`src/rtl/rle_pkg.sv`:
```
// RLE encoder shared types: run record layout and run-length limit.
// Record fields are sized to the widest supported value/length.
package rle_pkg;

  localparam int VAL_W_MAX = 16;
  localparam int LEN_W_MAX = 16;

  typedef struct packed {
    logic [VAL_W_MAX-1:0] value;
    logic [LEN_W_MAX-1:0] length;
    logic                 eol;
  } rle_rec_t;

  function automatic int unsigned run_max(
    input int unsigned len_w
  );
    return (32'd1 << len_w) - 32'd1;
  endfunction

endpackage

```
`src/rtl/rle_fifo.sv`:
```
// Synchronous show-ahead record FIFO; head word valid while not empty.
// Ports: CLK, reset, push/wdata, pop, rdata/valid, level, drop.
module rle_fifo #(
  parameter int W     = 8,
  parameter int DEPTH = 16
) (
  input  logic                         CLK,
  input  logic                         reset,
  input  logic                         push,
  input  logic [W-1:0]                 wdata,
  input  logic                         pop,
  output logic [W-1:0]                 rdata,
  output logic                         valid,
  output logic [$clog2(DEPTH+1)-1:0]   level,
  output logic                         drop
);

  localparam int AW    = $clog2(DEPTH);
  localparam int LVL_W = $clog2(DEPTH+1);

  logic [W-1:0]  mem [DEPTH];
  logic [AW-1:0] wr_ptr;
  logic [AW-1:0] rd_ptr;
  logic          pop_en;
  logic          push_en;
  logic          full;

  assign valid   = level != '0;
  assign full    = level == LVL_W'(DEPTH);
  assign pop_en  = valid && pop;
  // a same-edge pop frees the slot a full FIFO needs
  assign push_en = push && (!full || pop_en);
  assign drop    = push && !push_en;
  assign rdata   = valid ? mem[rd_ptr] : '0;

  always_ff @(posedge CLK) begin
    if (push_en) mem[wr_ptr] <= wdata;
  end

  always_ff @(posedge CLK) begin
    if (reset) begin
      wr_ptr <= '0;
      rd_ptr <= '0;
      level  <= '0;
    end else begin
      if (push_en) wr_ptr <= wr_ptr + AW'(1);
      if (pop_en)  rd_ptr <= rd_ptr + AW'(1);
      unique case ({push_en, pop_en})
        2'b10:   level <= level + LVL_W'(1);
        2'b01:   level <= level - LVL_W'(1);
        default: level <= level;
      endcase
    end
  end

endmodule

```
`src/rtl/rle_stream_encoder.sv`:
```
// Per-line run-length encoder of a raster pixel stream into records.
// Ports: CLK, reset, in_valid/in_pixel, out_* record stream, status.
module rle_stream_encoder
  import rle_pkg::*;
#(
  parameter int IMAGE_W    = 640,
  parameter int PIX_W      = 1,
  parameter int LEN_W      = 10,
  parameter int FIFO_DEPTH = 16
) (
  input  logic                              CLK,
  input  logic                              reset,
  input  logic                              in_valid,
  input  logic [PIX_W-1:0]                  in_pixel,
  output logic                              out_valid,
  input  logic                              out_ready,
  output logic [PIX_W-1:0]                  out_value,
  output logic [LEN_W-1:0]                  out_length,
  output logic                              out_eol,
  output logic                              line_start,
  output logic                              overflow,
  output logic [$clog2(FIFO_DEPTH+1)-1:0]   fifo_level
);

  localparam int COL_W = $clog2(IMAGE_W);
  localparam logic [LEN_W-1:0] RUN_MAX =
    LEN_W'(run_max(LEN_W));
  localparam logic [COL_W-1:0] COL_LAST =
    COL_W'(IMAGE_W-1);

  logic [COL_W-1:0] col;
  logic [PIX_W-1:0] run_val;
  logic [LEN_W-1:0] run_len;
  logic             pend_vld;
  logic [PIX_W-1:0] pend_val;

  logic             first;
  logic             last;
  logic             same;
  logic             enc_push;
  logic [LEN_W-1:0] enc_len;
  logic             enc_eol;
  logic             set_pend;

  logic             push;
  rle_rec_t         push_rec;
  rle_rec_t         head;
  logic             drop;
  logic             unused_hi;

  assign first = col == '0;
  assign last  = col == COL_LAST;
  assign same  = (in_pixel == run_val) && (run_len != RUN_MAX);

  always_comb begin
    enc_push = 1'b0;
    enc_len  = run_len;
    enc_eol  = 1'b0;
    set_pend = 1'b0;
    if (in_valid) begin
      unique case (1'b1)
        first: enc_push = 1'b0;
        last: begin
          enc_push = 1'b1;
          if (same) begin
            enc_len = run_len + LEN_W'(1);
            enc_eol = 1'b1;
          end else begin
            set_pend = 1'b1;
          end
        end
        default: enc_push = !same;
      endcase
    end
  end

  // the pending push lands on a column-0 edge or an idle edge,
  // neither of which produces an encoder push
  always_comb begin
    push_rec = '0;
    if (pend_vld) begin
      push_rec.value  = VAL_W_MAX'(pend_val);
      push_rec.length = LEN_W_MAX'(1);
      push_rec.eol    = 1'b1;
    end else begin
      push_rec.value  = VAL_W_MAX'(run_val);
      push_rec.length = LEN_W_MAX'(enc_len);
      push_rec.eol    = enc_eol;
    end
  end

  assign push = enc_push || pend_vld;

  always_ff @(posedge CLK) begin
    if (reset) begin
      col        <= '0;
      run_val    <= '0;
      run_len    <= '0;
      pend_vld   <= 1'b0;
      pend_val   <= '0;
      line_start <= 1'b0;
      overflow   <= 1'b0;
    end else begin
      line_start <= in_valid && first;
      pend_vld   <= set_pend;
      overflow   <= overflow || drop;
      if (set_pend) pend_val <= in_pixel;
      if (in_valid) begin
        col <= last ? '0 : col + COL_W'(1);
        if (first || last || !same) begin
          run_val <= in_pixel;
          run_len <= LEN_W'(1);
        end else begin
          run_len <= run_len + LEN_W'(1);
        end
      end
    end
  end

  rle_fifo #(
    .W     ($bits(rle_rec_t)),
    .DEPTH (FIFO_DEPTH)
  ) u_fifo (
    .CLK   (CLK),
    .reset (reset),
    .push  (push),
    .wdata (push_rec),
    .pop   (out_ready),
    .rdata (head),
    .valid (out_valid),
    .level (fifo_level),
    .drop  (drop)
  );

  assign out_value  = head.value[PIX_W-1:0];
  assign out_length = head.length[LEN_W-1:0];
  assign out_eol    = head.eol;
  assign unused_hi  = |(head.value >> PIX_W) |
                      |(head.length >> LEN_W);

endmodule

```
`config.mk`:
```
export PLATFORM = sky130hd
export DESIGN_NAME = rle_stream_encoder
export DESIGN_NICKNAME = d
export VERILOG_FILES = /design/src/rtl/rle_pkg.sv /design/src/rtl/rle_fifo.sv /design/src/rtl/rle_stream_encoder.sv
export SDC_FILE = /design/constraint.sdc
export NUM_CORES = 1
export LEC_CHECK = 0
export ABC_CLOCK_PERIOD_IN_PS = 10200
export BUFFER_PORTS_ARGS = -buffer_cell sky130_fd_sc_hd__buf_2
export CORE_MARGIN = 3
export CORE_UTILIZATION = 55
export DETAILED_ROUTE_END_ITERATION = 10
export GPL_ROUTABILITY_DRIVEN = 0
export HOLD_SLACK_MARGIN = 0.08
export PLACE_DENSITY = 0.71
export SLEW_MARGIN = 20
export SYNTH_ARGS = -nofsm -noshare
export SYNTH_HDL_FRONTEND = slang
export SYNTH_HIERARCHICAL = 1
export SYNTH_SLANG_ARGS = --single-unit
```
`constraint.sdc`:
```
create_clock -name CLK -period 10.2 [get_ports CLK]
set_input_delay 1.02 -clock CLK [delete_from_list [all_inputs] [get_ports CLK]]
set_output_delay 1.02 -clock CLK [all_outputs]
set_load 0.01 [all_outputs]
```
==> results of run 1 <==
worst min-delay path by stage:
stage / from / to / slack (ps) / cells past startpoint
6_report: overflow / overflow / 480 / 2
5_1_grt: overflow / overflow / 480 / 2
4_1_cts: overflow / overflow / 480 / 2
3_5_place_dp: overflow / overflow / 460 / 2
3_3_place_gp: overflow / overflow / 450 / 2
2_1_floorplan: pend_val / pend_val / 450 / 2
power breakdown:
part / switching, uW / leakage, uW / internal (uW) / total (uW)
Clock: 344 / 0.000383 / 524 / 868
Sequential: 18.5 / 0.00211 / 1050 / 1060
Combinational: 278 / 0.00113 / 197 / 475
placed cells by master (no fill, tap or decap), types with 14 or more instances in the layout:
| master | instances |
|---|---|
| edfxtp_1 | 192 |
| mux4_2 | 48 |
| dfxtp_1 | 40 |
| nor2_1 | 37 |
| nand3_1 | 36 |
| clkbuf_16 | 25 |
| buf_2 | 24 |
| xor2_1 | 23 |
| mux2i_1 | 19 |
| inv_1 | 16 |
| o211ai_1 | 16 |
| nand2_1 | 14 |
layout make-up:
type / instances / area [um^2] / share of cell area
multi-input cells: 327 / 3020 / 0.275
flip-flops and latches: 234 / 6610 / 0.602
inverters: 17 / 63.8 / 0.00581
well taps: 225 / 282 / 0.0256
repair buffers: 36 / 210 / 0.0191
clock inverters: 17 / 160 / 0.0146
clock buffers: 29 / 641 / 0.0583
registers in the layout, indices dropped and copies added, names as in the netlist, named ones only:
signal / cells
u_fifo/rd_ptr: 4
pend_vld: 1
overflow: 1
u_fifo/level: 5
run_val: 1
pend_val: 1
u_fifo/wr_ptr: 4
run_len: 10
u_fifo/mem: 192
col: 10
line_start: 1
metal layers:
metal	vias to the layer above	GRT usage	share of wire
met5	-	0	0
met4	0	0.0801	0.042
met3	48	0.0273	0.051
met2	181	0.336	0.48
met1	2821	0.299	0.43
li1	2435	-	-
through the flow:
stage	cell area (um^2)	hold slack (ps)	instances	total power, uW	util
floorplan	9930	454	637	1460	-
global placement	10200	449	839	1550	0.581
detailed placement	10200	461	839	1560	0.581
CTS	11000	479	885	2430	0.627
global route	11000	483	885	2510	0.628
finish	11000	479	885	2410	0.628
worst min-delay path, stage by stage, from the launching register on:
cell and delay (ps):
dfxtp_1 310, nor2_1 80, nor2_1 40
==> results_dict.tcl, run 1 <==
set metrics [dict create \
    cp_data_required_time_ps 10330 \
    rsz0062_at_grt "no" \
    clkTransAtPathRegs_ps 60 \
    r2r_cells 7 \
    rows 48 \
    finalSetupViolations 0 \
    max_freq_ghz 0.242 \
    cp_max_fo 13 \
    cts_setup_buffers 0 \
    slew_violations 0 \
    leakagePower_uw 0.00362 \
    worst_slack_ps 6070 \
    ant_nets 0 \
    power.density_nw_per_um2 219 \
    worstSetupStartpointType "flip-flop" \
    reg2reg_from "run_len[0]" \
    cp-startpoint "run_len[0]" \
    portBuffers 24 \
    clock-sinks 234 \
    clockBufferDepth 3 \
    timing.rr.end "u_fifo/mem[14][3]" \
    preCtsSetupSlack_ps 5940 \
    io_pins 25 \
    insertion_delay_ps 520 \
    min_period_ps 4130 \
    drt_pre_antenna_iters 4 \
    reg2reg_slack_ps 6070 \
    fin_skew_ps 18.7 \
    grt_usage 0.210 \
    netlist_instances 637 \
    slew_headroom 0.300 \
    clock-root-buffer "clkbuf_16" \
    drv_cap 0 \
    hold_buffers 0 \
    critPathKind "flip-flop to flip-flop" \
    synth.cell_area_um2 9930 \
    diodes 0 \
    core_um2 17500 \
    cp_top_family "compound AO/OA/AOI/OAI gates" \
    gr-total-overflow 0 \
    grt_pass1_wl_um 32000 \
    wl_per_cell_um 22.9 \
    htreeDepth 1 \
    start_util 0.568 \
    fp.dieH_um 140 \
    grt_pass1_vias 5528 \
    peakVddDrop_mv 0.157 \
    fillers 1257 \
    hold_class "flip-flop to flip-flop" \
    max_slew.worst_pin.slew_ps 1050 \
    cts_tree "done" \
    post-route-period-util 0.405 \
    end_kind "flip-flop" \
    outcome "completed" \
    antenna_found_initial 0 \
    cts-resized-gates 0 \
    via_per_inst 6.20 \
    path_depth 7 \
    path_cells "ha_1, and4_1, a31oi_2, o211a_1, o21bai_1, o2111ai_1, nor2_1" \
    cts_buffers 25 \
    routed_wl_um 20300 \
    drt_iter0_markers 415 \
    drc_errors 0 \
    cpPeakStageDelay_ps 940 \
    cp.buffers_inverters 0 \
    crit_path_end "u_fifo/mem[14][3]" \
    synthToLayoutAreaGrowth_pct 10.6 \
    hold_viol_final 0 \
    synth_nets 654 \
    yosysWarnings 6 \
    vias 5485 \
    crit_path_top_delay_cell "nor2_1" \
    dp_hpwl_um 12800 \
    fin_tns_setup_ps 0 \
    die_x_um 140 \
    syn_avg_cell_area_um2 15.6 \
    grt_max_degree 49 \
    cp_data_arrival_time_ps 4270 \
    drive_above_1_share 0.224 \
    nets 658 \
    dieArea_um2 19700 \
]
Note: power is estimated with default switching activity, not from simulation.
==> run 2, diff against run 1 <==
ABC_AREA = 1   (was unset)
ABC_CLOCK_PERIOD_IN_PS = 3400   (was 10200)
PLACE_DENSITY = 0.74   (was 0.71)
clock period = 3.4 ns   (was 10.2 ns; I/O delays follow)
==> run 2 against run 1 <==
Critical path depth grew 12. Sequential cell count unchanged. Highest routed layer unchanged. Synthesized cell count up 67%. Clock skew fell by 6.1 ps. Worst hold slack lost 330 ps. Total power grew to 3.3 times the previous value. Sequential share of layout area down 2.7 points.
==> results_dict.tcl, run 2 <==
set metrics [dict create \
    cts_setup_buffers 0 \
    dp_hpwl_um 13600 \
    yosysWarnings 6 \
    netlist_instances 1065 \
    grt_pass1_wl_um 34000 \
    core_um2 18800 \
    stdcell_area_um2 11500 \
    cp_data_required_time_ps 3790 \
    final_common_cell "nand2_1" \
    worstSetupStartpointType "flip-flop" \
    clock-root-buffer "clkbuf_16" \
    syn_avg_cell_area_um2 9.92 \
    reg2reg_slack_ps 460 \
    drt_pre_antenna_iters 6 \
    fin_skew_ps 12.6 \
    drc_errors 0 \
    drt_iter0_markers 684 \
    nets 1068 \
    min_period_ps 2940 \
    insertion_delay_ps 510 \
    grt_pass1_vias 6601 \
    post-route-util 0.613 \
    cp_data_arrival_time_ps 3330 \
    synthToLayoutAreaGrowth_pct 8.86 \
    fp.dieH_um 145 \
    hp-start "in_pixel" \
    max_freq_ghz 0.340 \
    fillers 1484 \
    gr-total-overflow 0 \
    routed_wl_um 21900 \
    portBuffers 24 \
    p_total_uw 7840 \
    htreeDepth 1 \
    largest-register "u_fifo/mem" \
    outcome "completed" \
    grt_max_degree 97 \
    cts_tree "done" \
    hold_class "input pin to flip-flop" \
    wl_per_cell_um 16.8 \
    clkTransAtPathRegs_ps 60 \
    io_pins 25 \
    finalSetupViolations 0 \
    vias 7205 \
    die_x_um 145 \
    slew_violations 0 \
    rows 50 \
    end_kind "flip-flop" \
    r2r_cells 19 \
    hold_end "run_val" \
    hold_buffers 0 \
    power.density_nw_per_um2 681 \
    most-common-layout-cells "nand2_1, edfxtp_1, nand3_1, nor2_1, inv_1" \
    start_util 0.563 \
    critPathKind "flip-flop to flip-flop" \
    dieArea_um2 20900 \
    rsz0062_at_grt "no" \
    cts_buffers 24 \
    timing.rr.end "u_fifo/level[4]" \
    clock-sinks 234 \
    reg2reg_from "run_len[0]" \
    postPlaceCellArea_um2 10700 \
    cp_max_fo 7 \
    worst_slack_ps 457 \
    antenna_found_initial 0 \
    diodes 0 \
    max_slew.worst_pin.slew_ps 765 \
    synth_nets 1082 \
    post-route-period-util 0.866 \
    leakagePower_uw 0.00449 \
    grt_usage 0.210 \
    peakVddDrop_mv 0.435 \
    via_per_inst 5.53 \
    clockBufferDepth 3 \
    drive_above_1_share 0.122 \
    largest_registers "u_fifo/mem (192), col (10), run_len (10)" \
    largest_reg_flops 192 \
    ant_nets 0 \
    fin_tns_setup_ps 0 \
    hold_viol_final 0 \
    synth.cell_area_um2 10600 \
    slew_headroom 0.489 \
    cts-resized-gates 0 \
    preCtsSetupSlack_ps 474 \
    min_path_cells 3 \
    drv_cap 0 \
]
[run 2: area by class of cell]
cell class,count,area (um^2),share of cell area
clock buffers,28,637,0.0554
clock inverters,16,149,0.0129
inverters,53,199,0.0173
multi-input cells,682,3230,0.281
flip-flops and latches,234,6610,0.575
well taps,234,293,0.0255
repair buffers,56,385,0.0335
[run 2: worst max path at each step]
stage                     from                 to  slack (ps)  cells past startpoint
global route        run_len[0]    u_fifo/level[4]         150                     20
finish              run_len[0]    u_fifo/level[4]         460                     19
CTS                 run_len[0]    u_fifo/level[4]         460                     19
detailed placement  run_len[0]    u_fifo/level[4]         470                     19
global placement    run_len[0]    u_fifo/level[4]         580                     19
floorplan           run_len[0]  u_fifo/mem[11][0]         790                     13
[run 2: layer usage]
layer	vias up	GRT usage	wire, um
li1	3502	-	-
met1	3385	0.287	9390
met2	277	0.348	10300
met3	41	0.0311	1520
met4	0	0.0677	643
met5	-	0	0
[run 2: per-stage QoR]
step	std cells	hold WS [ps]
after floorplan	1065	409
after global placement	1259	444
after detailed placement	1259	472
after CTS	1303	124
after global routing	1303	181
final	1303	148
[run 2: worst max-delay path, cell delays in order, from the launching register on]
cell and delay, ps:
dfxtp_1 430, ha_1 250, nand2_1 70, nor2_1 170, nand3_2 100, nand2_2 120
nor2_2 80, nor2_4 90, nand2_1 50, nand2_1 110, inv_1 70, nand3_1 210
inv_1 130, ha_1 340, a21oi_1 160, nand2_1 80, nand3_1 70, nand2_1 70
a21oi_1 140, nor2_1 60
[run 2: report_power, final]
part / switching, uW / internal, uW / total (uW)
combinational: 1410 / 630 / 2040
sequential: 68.0 / 3160 / 3230
clock: 1010 / 1560 / 2570
